### src/rtl/uart_report_formatter_if.sv
// Report request inputs, UART TX handshake and status flags of the report formatter.
// Latency: n/a (signal bundle only).
// Backpressure: tx_busy from the transmitter stalls the formatter between bytes.
interface uart_report_formatter_if;
   logic       report_valid;
   logic       pll_to_update;
   logic [2:0] phasecounterselect_1;
   logic [2:0] phasecounterselect_2;
   logic       phaseupdown;
   logic [7:0] periods_done;
   logic       tx_busy;
   logic [7:0] tx_data;
   logic       tx_start;
   logic       busy;
   logic       overrun;

   // formatter side
   modport master (
      input  report_valid, pll_to_update, phasecounterselect_1, phasecounterselect_2,
      input  phaseupdown, periods_done, tx_busy,
      output tx_data, tx_start, busy, overrun
   );

   // requester / transmitter side
   modport slave (
      output report_valid, pll_to_update, phasecounterselect_1, phasecounterselect_2,
      output phaseupdown, periods_done, tx_busy,
      input  tx_data, tx_start, busy, overrun
   );
endinterface

### src/rtl/uart_report_formatter.sv
// Encodes executed phase-shift parameters as an ASCII frame (gen, dir, decimal count, 'S') for the UART TX.
// Latency: 1 cycle accept + up to 12 cycles decimal conversion, then one byte per TX start/busy handshake.
// Backpressure: each byte waits for tx_busy low before start; requests arriving while busy are dropped and flagged.
module uart_report_formatter #(
   parameter logic [7:0] BASE           = 8'h30,
   parameter logic [7:0] STOP_CHAR      = 8'h53,
   parameter bit         SUPPRESS_ZEROS = 1'b1
) (
   input  logic                      i_clk,
   input  logic                      i_rst_n,
   uart_report_formatter_if.master   rpt
);

   typedef enum logic [2:0] {IDLE, CONVERT, LOAD, WAIT_HI, WAIT_LO} state_t;

   // byte index within the frame: 0 gen, 1 dir, 2 hundreds, 3 tens, 4 ones, 5 stop
   localparam logic [2:0] IDX_STOP = 3'd5;

   state_t     state, state_nxt;
   logic [2:0] idx, idx_nxt;
   logic [7:0] byte_nxt;

   logic       req_prev;
   logic       req_edge;
   logic [2:0] gen_q;
   logic       dir_q;
   logic [7:0] val;       // remainder during conversion, ones digit afterwards
   logic [1:0] hund;
   logic [3:0] tens;
   logic [7:0] tx_data_q;
   logic       tx_start_q;
   logic       busy_q;
   logic       overrun_q;

   assign req_edge     = rpt.report_valid & ~req_prev;
   assign rpt.tx_data  = tx_data_q;
   assign rpt.tx_start = tx_start_q;
   assign rpt.busy     = busy_q;
   assign rpt.overrun  = overrun_q;

   // state and byte index register; the whole block runs on the falling edge like the receive path
   always_ff @(negedge i_clk or negedge i_rst_n) begin
      if (!i_rst_n) begin
         state <= IDLE;
         idx   <= 3'd0;
      end else begin
         state <= state_nxt;
         idx   <= idx_nxt;
      end
   end

   // next state, next byte index (with leading-zero skipping) and the byte to present in LOAD
   always_comb begin
      state_nxt = state;
      idx_nxt   = idx;
      byte_nxt  = STOP_CHAR;
      case (state)
         IDLE:    if (req_edge) state_nxt = CONVERT;
         CONVERT: if (val < 8'd10) begin
                     state_nxt = LOAD;
                     idx_nxt   = 3'd0;
                  end
         LOAD:    if (!rpt.tx_busy) state_nxt = WAIT_HI;
         WAIT_HI: if (rpt.tx_busy) state_nxt = WAIT_LO;
         WAIT_LO: if (!rpt.tx_busy) begin
                     if (idx == IDX_STOP) begin
                        state_nxt = IDLE;
                     end else begin
                        state_nxt = LOAD;
                        idx_nxt   = idx + 3'd1;
                        if (SUPPRESS_ZEROS && idx_nxt == 3'd2 && hund == 2'd0)
                           idx_nxt = 3'd3;
                        if (SUPPRESS_ZEROS && idx_nxt == 3'd3 && hund == 2'd0 && tens == 4'd0)
                           idx_nxt = 3'd4;
                     end
                  end
         default: state_nxt = IDLE;
      endcase
      case (idx_nxt)
         3'd0:    byte_nxt = BASE + {5'b0, gen_q};
         3'd1:    byte_nxt = BASE + {7'b0, dir_q};
         3'd2:    byte_nxt = BASE + {6'b0, hund};
         3'd3:    byte_nxt = BASE + {4'b0, tens};
         3'd4:    byte_nxt = BASE + {4'b0, val[3:0]};
         default: byte_nxt = STOP_CHAR;
      endcase
   end

   // request latching, repeated-subtraction conversion, TX data/strobe and status flags
   always_ff @(negedge i_clk or negedge i_rst_n) begin
      if (!i_rst_n) begin
         req_prev   <= 1'b0;
         gen_q      <= 3'd0;
         dir_q      <= 1'b0;
         val        <= 8'd0;
         hund       <= 2'd0;
         tens       <= 4'd0;
         tx_data_q  <= 8'h00;
         tx_start_q <= 1'b0;
         busy_q     <= 1'b0;
         overrun_q  <= 1'b0;
      end else begin
         req_prev   <= rpt.report_valid;
         tx_start_q <= (state == LOAD) && !rpt.tx_busy;
         // busy_q is still high in the cycle it falls, so a coincident edge counts as overrun
         if (req_edge && busy_q)
            overrun_q <= 1'b1;
         case (state)
            IDLE: if (req_edge) begin
                     // generator number is the inverse of the command mapper's select mapping
                     gen_q  <= rpt.pll_to_update ? rpt.phasecounterselect_2 + 3'd2
                                                 : rpt.phasecounterselect_1 - 3'd2;
                     dir_q  <= rpt.phaseupdown;
                     val    <= rpt.periods_done;
                     hund   <= 2'd0;
                     tens   <= 4'd0;
                     busy_q <= 1'b1;
                  end
            CONVERT: if (val >= 8'd100) begin
                        val  <= val - 8'd100;
                        hund <= hund + 2'd1;
                     end else if (val >= 8'd10) begin
                        val  <= val - 8'd10;
                        tens <= tens + 4'd1;
                     end
            WAIT_LO: if (!rpt.tx_busy && idx == IDX_STOP)
                        busy_q <= 1'b0;
            default: ;
         endcase
         // data changes only when a new byte is loaded, so it holds across the whole handshake
         if (state_nxt == LOAD)
            tx_data_q <= byte_nxt;
      end
   end

endmodule

### src/flat_wrapper.sv
// flat-port wrapper written by rule: the top's interface ports become plain ports
module uart_report_formatter_flat 
#(
   parameter logic [7:0] BASE           = 8'h30,
   parameter logic [7:0] STOP_CHAR      = 8'h53,
   parameter bit         SUPPRESS_ZEROS = 1'b1
)
  (i_clk, i_rst_n, rpt_report_valid, rpt_pll_to_update, rpt_phasecounterselect_1, rpt_phasecounterselect_2, rpt_phaseupdown, rpt_periods_done, rpt_tx_busy, rpt_tx_data, rpt_tx_start, rpt_busy, rpt_overrun);
  uart_report_formatter_if rpt_i ();
  input  logic i_clk;
  input  logic i_rst_n;
  input wire logic [$bits(rpt_i.report_valid)-1:0] rpt_report_valid;
  input wire logic [$bits(rpt_i.pll_to_update)-1:0] rpt_pll_to_update;
  input wire logic [$bits(rpt_i.phasecounterselect_1)-1:0] rpt_phasecounterselect_1;
  input wire logic [$bits(rpt_i.phasecounterselect_2)-1:0] rpt_phasecounterselect_2;
  input wire logic [$bits(rpt_i.phaseupdown)-1:0] rpt_phaseupdown;
  input wire logic [$bits(rpt_i.periods_done)-1:0] rpt_periods_done;
  input wire logic [$bits(rpt_i.tx_busy)-1:0] rpt_tx_busy;
  output wire logic [$bits(rpt_i.tx_data)-1:0] rpt_tx_data;
  output wire logic [$bits(rpt_i.tx_start)-1:0] rpt_tx_start;
  output wire logic [$bits(rpt_i.busy)-1:0] rpt_busy;
  output wire logic [$bits(rpt_i.overrun)-1:0] rpt_overrun;
  assign rpt_i.report_valid = rpt_report_valid;
  assign rpt_i.pll_to_update = rpt_pll_to_update;
  assign rpt_i.phasecounterselect_1 = rpt_phasecounterselect_1;
  assign rpt_i.phasecounterselect_2 = rpt_phasecounterselect_2;
  assign rpt_i.phaseupdown = rpt_phaseupdown;
  assign rpt_i.periods_done = rpt_periods_done;
  assign rpt_i.tx_busy = rpt_tx_busy;
  assign rpt_tx_data = rpt_i.tx_data;
  assign rpt_tx_start = rpt_i.tx_start;
  assign rpt_busy = rpt_i.busy;
  assign rpt_overrun = rpt_i.overrun;
  uart_report_formatter #(.BASE(BASE), .STOP_CHAR(STOP_CHAR), .SUPPRESS_ZEROS(SUPPRESS_ZEROS)) u_core (.i_clk(i_clk), .i_rst_n(i_rst_n), .rpt(rpt_i));
endmodule
### config.mk
export PLATFORM = sky130hd
export DESIGN_NAME = uart_report_formatter_flat
export DESIGN_NICKNAME = d
export VERILOG_FILES = /design/src/rtl/uart_report_formatter_if.sv /design/src/rtl/uart_report_formatter.sv /design/src/flat_wrapper.sv
export SDC_FILE = /design/constraint.sdc
export NUM_CORES = 1
export LEC_CHECK = 0
export ABC_AREA = 1
export BUFFER_PORTS_ARGS = -buffer_cell sky130_fd_sc_hd__buf_2
export CORE_MARGIN = 2
export CORE_UTILIZATION = 50
export DETAILED_ROUTE_END_ITERATION = 10
export PLACE_DENSITY = 0.72
export SYNTH_ARGS = -nofsm -noshare
export SYNTH_HDL_FRONTEND = slang
export SYNTH_SLANG_ARGS = --single-unit
### constraint.sdc
create_clock -name i_clk -period 3.7 [get_ports i_clk]
set_clock_uncertainty 0.2 [all_clocks]
set_input_delay 0.185 -clock i_clk [delete_from_list [all_inputs] [get_ports i_clk]]
set_output_delay 0.185 -clock i_clk [all_outputs]
set_load 0.03 [all_outputs]
== Word level (Yosys, flattened, before mapping) ==
Index checks and enable logic that the tools add are counted.

* Add/sub/neg operators: 12
* Magnitude comparators: 3
* Bitwise gates (word level): 2
* Mux-type cells: 32
* Equal/unequal tests: 18
* Reduce and logical (&&, ||, !) cells: 18

{| class="wikitable"
|+ Operator list
! kind !! count
|-
| two-way mux 3 bit || 14
|-
| one-hot mux 8 bit (5 select lines) || 1
|-
| two-way mux 8 bit || 3
|-
| equality test 3 x 2 -> 1 bit (second input constant) || 7
|-
| one-hot mux 8 bit (2 select lines) || 1
|-
| one-hot mux 3 bit (5 select lines) || 1
|-
| adder 6 x 4 -> 7 bit (first input constant) || 2
|-
| two-way mux 4 bit || 3
|-
| equality test 3 bit (second input constant) || 3
|-
| AND reduction 3 bit || 3
|-
| greater-or-equal comparator 8 x 4 -> 1 bit (second input constant) || 1
|-
| greater-or-equal comparator 8 x 7 -> 1 bit (second input constant) || 1
|-
| < comparator 8 x 4 -> 1 bit (second input constant) || 1
|-
| inequality test 2 x 1 -> 1 bit (second input constant) || 4
|-
| one-hot mux 4 bit (2 select lines) || 1
|-
| subtractor 8 x 4 -> 8 bit (second input constant) || 1
|-
| subtractor 8 x 7 -> 8 bit (second input constant) || 1
|-
| adder 6 x 1 -> 7 bit (first input constant) || 1
|-
| adder 6 x 2 -> 7 bit (first input constant) || 1
|-
| adder 6 x 3 -> 7 bit (first input constant) || 1
|-
| equality test 3 x 1 -> 1 bit (second input constant) || 2
|-
| logical AND 1 bit || 6
|-
| logical NOT 3 bit || 2
|-
| two-way mux 2 bit || 3
|-
| 19 further kinds || 21
|}

* Logic and storage cells: 97
* Bits of input ports: 20
* Bits in registers: 36
* Output and inout port bits: 11

== Logic depth before layout (Yosys ltp) ==
* Depth after elaboration: 16
* Gate-level depth with buffers: 16
* Gate-level depth less buffers: 16

==> impl_metrics.tcl <==
set metrics [dict create \
    hold_viol 0 \
    insertion_delay_ns 0.29 \
    seq_area_um2 876 \
    diodes 0 \
    root_buffer "clkbuf_8" \
    syn_nets 323 \
    dieArea_mm2 0.00496 \
    crit_path_end "u_core.rpt.tx_data[1]" \
    cts_hold_buf 0 \
    synth.top_cell.area_share_pct 39.7 \
    numCtsBuffers 5 \
    synthMuxAreaShare_pct 0 \
    grt_pass1_wl_um 8180 \
    critPathArrivalTime_ns 1.44 \
    path_cells "buf_2 > inv_1 > nand4_1 > nand4_1 > inv_1 > nor2_4 > o21ai_2 > inv_2 > nand2_1 > nor2_1 > nor2_1" \
    yosys_warnings 0 \
    vdd_ir_drop_max_uv 404 \
    clockBufferDepth 2 \
    vias 1978 \
    route.antenna.remaining_nets 0 \
    die_w_um 70.4 \
    grt_max_degree 36 \
    path_depth 11 \
    place.gp.congestion 0.915 \
    cts_resized 0 \
    floorplan.initialDensity_pct 51.3 \
    routed_wl_um 4670 \
    synth_fa_ha_area_share_pct 6.24 \
    max_stage_delay_ns 0.21 \
    hold_class "register to register" \
    n_fill_cell 403 \
    syn-instance-count 292 \
    slowest_stage "nand4_1" \
    leakage_nw 1.32 \
    synth-edff-count 0 \
    synth_cell_type_count 31 \
    cp_num_buf_inv 4 \
    die_y_um 70.4 \
    synth_top_family_by_area "simple AND/OR/NAND/NOR gates" \
    drc 0 \
    numPortBuffers 29 \
    setup_violations 0 \
    ys_seq_elements 35 \
    postSynth.asyncResetShare_pct 100 \
    routedWlPerCell_um 12.3 \
    synth_top_area_cell "dfrtn_1" \
    syn_to_final_growth_pct 14.5 \
    row_count 24 \
    grt_pass1_vias 1845 \
    vias_per_cell 5.19 \
    layout-drive-gt1-share_pct 19.5 \
    whs_ns 0.204 \
    path_class "primary input to register" \
    gr-total-overflow 0 \
    status "completed" \
    cts.clk_slew.worst_paths_ns 0.05 \
    multiInputGateArea_mm2 0.00115 \
    crit_start "rpt_tx_busy" \
    drv_slew 0 \
    dr.pass1.iters 4 \
    cts.sinks 35 \
    synthSimpleGateAreaFrac_pct 34.2 \
    core_area_mm2 0.00429 \
    worstSetupEndpointType "register" \
    cts_setup_buffers 0 \
    synth_commonest_cells "72 x nand2_1, 37 x inv_1, 36 x nor2_1" \
    cts_max_level 2 \
    tightestPinTransition_ns 0.502 \
    ios 31 \
    rrSetupSlack_ns 1.20 \
    synth-main-ff-cell "dfrtn_1" \
    r2r-start "u_core.val[2]" \
    synthesis.area_mm2 0.00220 \
    synthXorXnorAreaFrac_pct 2.78 \
    hpwlAfterDp_um 3640 \
    rr_worst_depth 12 \
    rsz0062_at_grt "false" \
    drv_cap 0 \
    start_kind "primary input" \
    power_density_mw_per_mm2 872 \
    final.setup.tns_ns 0 \
    final_nets 360 \
    ys_seq_area_share_pct 39.7 \
    crit_required_ns 1.80 \
    slew_headroom_pct 66.4 \
    synth_area_per_cell_um2 7.55 \
    r2r-end "u_core.tens[3]" \
    first_iter_violations 118 \
    synth_most_common_cell "nand2_1" \
    cpLargestDelayFamily "simple AND/OR/NAND/NOR gates" \
    synthTopCellsByArea "dfrtn_1 40%, nand2_1 12%, inv_1 6.3%" \
    synth_compound_gate_area_share_pct 8.74 \
    grt_use_total_pct 21.1 \
    antenna_found_initial 0 \
    cts_tree "built" \
    worstPathMaxFanout 8 \
]
==> cell usage in the layout, fill, tap and decap left out, types with 9 or more instances in the layout <==
master   count
nand2_1     72
inv_1       37
buf_2       29
nor2_1      36
nand3_1     27
ha_1        11
dfrtn_1     35
o21ai_0      9
==> metal layers <==
layer | up-vias | track usage, % | wire [um]
met4 | 0 | 10.5 | 133
met1 | 899 | 28.2 | 2120
met2 | 57 | 32.0 | 2180
li1 | 1008 | - | -
met5 | - | 0 | 0
met3 | 14 | 4.91 | 238
==> worst min-delay path by stage <==
stage	startpoint	slack (ns)	endpoint	depth (start not counted)
after floorplan	u_core.dir_q	0.21	u_core.dir_q	2
after global placement	u_core.rpt.overrun	0.19	u_core.rpt.overrun	1
after detailed placement	u_core.rpt.tx_data[4]	0.21	u_core.rpt.tx_data[4]	1
after CTS	u_core.rpt.tx_data[4]	0.21	u_core.rpt.tx_data[4]	1
after global routing	u_core.rpt.overrun	0.22	u_core.rpt.overrun	1
final	u_core.rpt.tx_data[4]	0.20	u_core.rpt.tx_data[4]	1
==> final cells by class <==
class	count	share of cell area, %
clock inverter	1	1.19
clock buffer	6	2.87
timing repair buffer	32	6.64
tap	52	2.58
inverter	44	6.54
multi-input combinational	211	45.5
sequential	35	34.7
==> cells by family (layout without fill, tap and decap cells) <==
kind of cell | Yosys count | after routing
flops | 35 | 35
simple gates | 160 | 160
xor+xnor | 7 | 7
buf+inv | 46 | 83
compound gates | 32 | 32
other cells | 1 | 1
fa+ha+maj | 11 | 11
==> flip-flops by register name, indices dropped and copies added (netlist names) <==
register             cells
u_core.rpt.busy          1
u_core.dir_q             1
u_core.state             3
u_core.rpt.overrun       1
u_core.rpt.tx_start      1
u_core.val               8
u_core.rpt.tx_data       7
u_core.idx               3
u_core.gen_q             3
u_core.req_prev          1
u_core.hund              2
u_core.tens              4
==> metrics by stage <==
step	area, um2	utilization (%)	setup slack [ns]	std cells	power, W
finish	2520	58.8	0.359	381	0.00220
global route	2520	58.8	0.193	381	0.00243
CTS	2520	58.8	0.366	381	0.00221
detailed placement	2420	56.4	0.0659	374	0.00187
global placement	2420	56.4	0.0989	374	0.00185
floorplan	2200	-	0.265	292	0.00161
==> where the power goes <==
group	total, W	switching (W)	internal, W
combinational	0.00117	0.000775	0.000400
sequential	0.000699	0.000148	0.000552
clock	0.000328	0.000131	0.000197
total	0.00220	0.00105	0.00115
(Power assumes the default switching activity.)
